`config.mk`:
```
export PLATFORM = sky130hd
export DESIGN_NAME = alu_seq_arb
export DESIGN_NICKNAME = d
export VERILOG_FILES = /design/src/rtl/alu_seq_pkg.sv /design/src/rtl/alu74181.sv /design/src/rtl/alu_seq_arb.sv
export SDC_FILE = /design/constraint.sdc
export NUM_CORES = 1
export LEC_CHECK = 0
export ABC_AREA = 0
export CORE_ASPECT_RATIO = 1.2
export CORE_MARGIN = 2
export CORE_UTILIZATION = 43
export CTS_BUF_LIST = sky130_fd_sc_hd__clkbuf_8
export CTS_CLUSTER_DIAMETER = 120
export CTS_CLUSTER_SIZE = 28
export DETAILED_ROUTE_END_ITERATION = 8
export PLACE_DENSITY = 0.78
export SETUP_SLACK_MARGIN = 0.5
export SLEW_MARGIN = 20
export SYNTH_ARGS = -nofsm -noshare
export SYNTH_HDL_FRONTEND = slang
export SYNTH_HIERARCHICAL = 1
export SYNTH_SLANG_ARGS = --single-unit
```
`constraint.sdc`:
```
create_clock -name clk -period 2.8 [get_ports clk]
set_input_delay 0.28 -clock clk [delete_from_list [all_inputs] [get_ports clk]]
set_output_delay 0.28 -clock clk [all_outputs]
set_load 0.02 [all_outputs]
```
`src/rtl/alu_seq_pkg.sv`:
```
// Shared types and constants for the nibble-serial ALU with two-way arbitration.
package alu_seq_pkg;

  localparam int unsigned NIB_W = 4;

  typedef enum logic [1:0] {
    StIdle,
    StRun,
    StDone
  } state_t;

  // Function selects use the 74181 active-low-data table, so S=1110/M=1 is AND.
  localparam logic [3:0] OP_ADD_S = 4'b1001;
  localparam logic       OP_ADD_M = 1'b0;
  localparam logic [3:0] OP_AND_S = 4'b1110;
  localparam logic       OP_AND_M = 1'b1;

endpackage

```
`src/rtl/alu74181.sv`:
```
// One nibble of 74181-style ALU; f_o[NIB_W] is an active-high carry-out, zero in logic mode.
module alu74181
  import alu_seq_pkg::*;
(
  input  logic [NIB_W-1:0] a_i,
  input  logic [NIB_W-1:0] b_i,
  input  logic [3:0]       s_i,
  input  logic             m_i,
  input  logic             cin_i,
  output logic [NIB_W:0]   f_o
);

  logic [NIB_W-1:0] x, y, an, bn, xl, yl;

  always_comb begin
    // Arithmetic: F = X + Y + cin, e.g. S=1001 gives (A|B)+(A&B) = A+B.
    x  = a_i | (b_i & {NIB_W{s_i[0]}}) | (~b_i & {NIB_W{s_i[1]}});
    y  = (a_i & ~b_i & {NIB_W{s_i[2]}}) | (a_i & b_i & {NIB_W{s_i[3]}});
    an = ~a_i;
    bn = ~b_i;
    xl = an | (bn & {NIB_W{s_i[0]}}) | (~bn & {NIB_W{s_i[1]}});
    yl = (an & ~bn & {NIB_W{s_i[2]}}) | (an & bn & {NIB_W{s_i[3]}});
    if (m_i) begin
      f_o = {1'b0, xl ^ yl};
    end else begin
      f_o = {1'b0, x} + {1'b0, y} + {{NIB_W{1'b0}}, cin_i};
    end
  end

endmodule

```
`src/rtl/alu_seq_arb.sv`:
```
// Two-requester round-robin front end feeding a nibble-serial 74181 datapath.
module alu_seq_arb
  import alu_seq_pkg::*;
#(
  parameter int unsigned WORD_W = 16
) (
  input  logic                   clk,
  input  logic                   rst_n,
  input  logic [1:0]             req_valid,
  output logic [1:0]             req_ready,
  input  logic [1:0][3:0]        req_s,
  input  logic [1:0]             req_m,
  input  logic [1:0]             req_cin,
  input  logic [1:0][WORD_W-1:0] req_a,
  input  logic [1:0][WORD_W-1:0] req_b,
  output logic                   rsp_valid,
  input  logic                   rsp_ready,
  output logic                   rsp_id,
  output logic [WORD_W-1:0]      rsp_f,
  output logic                   rsp_cout,
  output logic                   busy
);

  localparam int unsigned NIB   = WORD_W / NIB_W;
  localparam int unsigned IDX_W = (NIB > 1) ? $clog2(NIB) : 1;

  state_t                       state_q;
  logic [IDX_W-1:0]             idx_q;
  logic                         carry_q;
  logic [3:0]                   s_q;
  logic                         m_q, cin_q;
  logic [NIB-1:0][NIB_W-1:0]    a_q, b_q, f_q;
  logic                         cout_q, id_q, last_q;

  logic                         gnt_id, accept, last_nib, alu_cin;
  logic [NIB_W:0]               alu_f;

  always_comb begin
    // Contention goes to the requester not granted last; a lone requester always wins.
    gnt_id    = (&req_valid) ? ~last_q : req_valid[1];
    req_ready = '0;
    if (rst_n && (state_q == StIdle) && (|req_valid)) req_ready[gnt_id] = 1'b1;
    accept    = |(req_valid & req_ready);
    last_nib  = (idx_q == IDX_W'(NIB - 1));
    alu_cin   = (idx_q == '0) ? cin_q : carry_q;
  end

  alu74181 u_alu (
    .a_i   (a_q[idx_q]),
    .b_i   (b_q[idx_q]),
    .s_i   (s_q),
    .m_i   (m_q),
    .cin_i (alu_cin),
    .f_o   (alu_f)
  );

  always_ff @(posedge clk) begin
    if (!rst_n) begin
      state_q <= StIdle;
      idx_q   <= '0;
      carry_q <= 1'b0;
      s_q     <= '0;
      m_q     <= 1'b0;
      cin_q   <= 1'b0;
      a_q     <= '0;
      b_q     <= '0;
      f_q     <= '0;
      cout_q  <= 1'b0;
      id_q    <= 1'b0;
      last_q  <= 1'b1;
    end else begin
      unique case (state_q)
        StIdle: begin
          if (accept) begin
            s_q     <= req_s[gnt_id];
            m_q     <= req_m[gnt_id];
            cin_q   <= req_cin[gnt_id];
            a_q     <= req_a[gnt_id];
            b_q     <= req_b[gnt_id];
            id_q    <= gnt_id;
            last_q  <= gnt_id;
            idx_q   <= '0;
            state_q <= StRun;
          end
        end
        StRun: begin
          f_q[idx_q] <= alu_f[NIB_W-1:0];
          carry_q    <= alu_f[NIB_W];
          if (last_nib) begin
            cout_q  <= m_q ? 1'b0 : alu_f[NIB_W];
            state_q <= StDone;
          end else begin
            idx_q <= idx_q + IDX_W'(1);
          end
        end
        StDone: begin
          if (rsp_ready) state_q <= StIdle;
        end
        default: state_q <= StIdle;
      endcase
    end
  end

  assign rsp_valid = rst_n && (state_q == StDone);
  assign rsp_id    = id_q;
  assign rsp_f     = f_q;
  assign rsp_cout  = cout_q;
  assign busy      = (state_q != StIdle);

endmodule

```
==> impl_metrics.toml <==
[logic_synthesis]
synthCells = 340
synth-seq-area-share_pct = 38.29
synth_top_area_share_pct = 38.29
ys_warn_count = 6
synth_seq_cells = 62
synth_top_area_cell = "dfxtp_1"
netlist_area_um2 = 3242
synth.distinct_cells = 39
synthTopCellsByArea = "dfxtp_1, a221o_1, mux2i_1, mux4_2, nor3_1"
syn_avg_cell_area_um2 = 9.535
syn_nets = 430

[place]
dpl_cell_area_um2 = 4348
portBuffers = 102
gp_congestion = 0.9123
dp_slack_ps = -14.10
dpl.cell_count = 516
dp_hpwl_um = 6456

[cts]
clock_latency_ps = 330
cts_buffer_depth = 2
cts_hold_buf = 0
tritoncts = "done"
clkTransAtPathRegs_ps = 70
htreeDepth = 3
root_buffer = "clkbuf_8"
clock_sinks = 62
numCtsBuffers = 9

[worst_setup_path]
cp-end-kind = "flip-flop"
slowest_delay_ps = 550
required_ps = 3070
crit_buf_inv = 1
critPathLaunchType = "flip-flop"
cp_cell_sequence = "mux4_2 > mux2i_1 > nor2_2 > fa_2 > inv_2 > fa_2 > nor2b_1 > o21ai_1 > a21oi_2 > or3b_4 > a21oi_2"
arrival_ps = 3040
crit_slowest_cell = "mux4_2"
cp_max_fo = 3
crit_type = "flip-flop to flip-flop"
path_delay_family = "multiplexers"

[global_route]
antenna_found_initial = 0
grt_usage_pct = 20.63
grt_pass1_wl_um = 13760
grt_pass1_vias = 2931
grt_overflow = 0
grt_max_degree = 40

[sta]
final.setup.worst_slack_ps = 23.07
finalSetupViolations = 0
fmax_ghz = 0.3601
rsz0062_at_grt = "true"
fin_crit_sh_pct = 99.18
max_slew_margin_pct = 35.42
setup_tns_ps = 0
worstMarginPinSlew_ps = 966.6
hold_violations = 0
timing.final.crit_period_ps = 2777
skew_ps = 12.36
finalMaxSlewViolations = 0

[hold_path]
hp-class = "flip-flop to flip-flop"

[routing]
via_count = 3028
drt-initial-drc-count = 138
viasPerCell = 5.597
dr.pass1.iters = 5
drt-total-wl_um = 8645
route.detailed.drc = 0
wl_per_cell_um = 15.98
ant_nets = 0

[power]
leakage_nw = 1.900
p_per_area_nw_per_um2 = 510.0
ir_drop_mv = 0.3876
finalPower_mw = 2.385

[run_status]
run_status = "complete, no violations"

[floorplan]
initial_core_util_pct = 44.56
rows = 34
ios = 103
die-area_um2 = 8253
core-area_um2 = 7274
fp.dieH_um = 99.12
die_width_um = 83.27

[run]
maxCapViolations = 0

[final_layout]
nets = 536
antenna_cells = 0
postLayoutCellArea_um2 = 4676
area_delta_synth_final_pct = 44.23
layout-drive-gt1-share_pct = 15.52
fill_cells = 571
final_cells = 541
-- registers in the layout, indices dropped and copies added, names as in the netlist --
register and count:
carry_q 1, b_q 16, idx_q 2, rsp_id 1, rsp_cout 1, state_q 2
s_q 4, m_q 1, cin_q 1, last_q 1, rsp_f 16, a_q 16
-- cell families (layout without fill, tap and decap cells) --
kind of cell | Yosys count | after routing | synth area share, %
multiplexers | 36 | 36 | 16.17
XOR/XNOR | 1 | 1 | 0.2702
adder cells (fa/ha/maj) | 9 | 9 | 3.937
AO/OA/AOI/OAI | 60 | 60 | 16.75
buffers and inverters | 43 | 154 | 6.175
AND/OR/NAND/NOR | 129 | 129 | 18.41
flip-flops | 62 | 62 | 38.29
-- cell usage in the layout, fill, tap and decap left out, types with 2 or more instances in the layout --
cell	instances
a221o_1	39
dfxtp_1	61
nand3b_1	4
inv_2	3
clkbuf_8	10
o211ai_1	3
nor2_1	25
mux2_2	2
a21oi_2	5
clkdlybuf4s50_1	100
nor2b_1	2
nand3_1	2
bufinv_16	2
a21oi_1	2
nor3_1	39
fa_2	2
clkinv_2	2
mux4_2	9
nand2_1	43
buf_4	20
mux4_1	3
inv_1	13
dlygate4sd2_1	2
and2_1	3
mux2i_1	22
ha_1	6
a211oi_2	2
and3_1	2
-- layout make-up --
class / count / area, um2 / share of cell area [%]
clock inverter: 6 / 77.57 / 1.659
inverter: 14 / 52.55 / 1.124
tap: 90 / 112.6 / 2.408
timing repair buffer: 124 / 1195 / 25.56
sequential: 62 / 1242 / 26.57
clock buffer: 10 / 137.6 / 2.944
multi-input combinational: 235 / 1858 / 39.74
-- path summary, 6_finish.rpt --
path              depth (start not counted)        to      from  slack (ps)
setup reg to reg                         11  rsp_cout  idx_q[0]          20
hold reg to reg                           1    b_q[9]    b_q[9]         490
setup / recovery                         11  rsp_cout  idx_q[0]          20
hold / removal                            1    b_q[9]    b_q[9]         490
-- layer usage --
metal  GRT usage [%]  up-vias  share of wire (%)
met4           7.188        0                1.2
met3           3.734       11                5.6
met5               0        -                  0
li1                -     1482                  -
met1           25.79     1422                 44
met2           35.92      113                 49
-- power breakdown --
group | total (mW) | internal [mW] | leakage (nW) | switching [mW]
sequential | 0.995 | 0.945 | 0.508 | 0.0497
clock | 0.846 | 0.516 | 0.119 | 0.330
combinational | 0.544 | 0.304 | 1.27 | 0.240
-- Yosys cell counts --
cell / instances
or3b_2: 2
dfxtp_1: 62
mux2i_1: 22
a211oi_2: 1
buf_6: 4
nand3b_1: 4
buf_2: 7
mux2_2: 2
xnor2_1: 1
nor2_1: 26
o31ai_1: 1
a21oi_1: 8
o32ai_1: 1
mux4_1: 3
o211ai_1: 3
a31oi_1: 1
a211oi_1: 1
nand2b_1: 1
nor4_1: 1
or2_2: 1
a211oi_4: 1
nand2_1: 43
o21ai_0: 2
nor3_1: 39
fa_1: 2
inv_1: 13
or3b_1: 1
and3_1: 2
ha_1: 7
nor2b_1: 3
clkbuf_1: 18
a221o_1: 39
and2_1: 3
nand3_1: 2
mux4_2: 9
o21a_1: 1
nor3b_1: 1
inv_2: 1
a211o_2: 1
-- metrics by stage --
stage	hold WS [ps]	util (%)
floorplan	394.6	-
global placement	460.3	59.77
detailed placement	465.0	59.77
CTS	473.7	63.67
global route	510.7	64.28
finish	488.6	64.28
-- what timing repair did --
item / CTS / global route
buffers inserted: 7 / 2
endpoints found under the hold margin: 0 / 0
setup endpoints to repair: 20 / 18
pin swaps: 11 / 14
gates resized for setup: 8 / 7
gates cloned: 0 / 0
No activity file was read; power rests on OpenSTA's default activity.
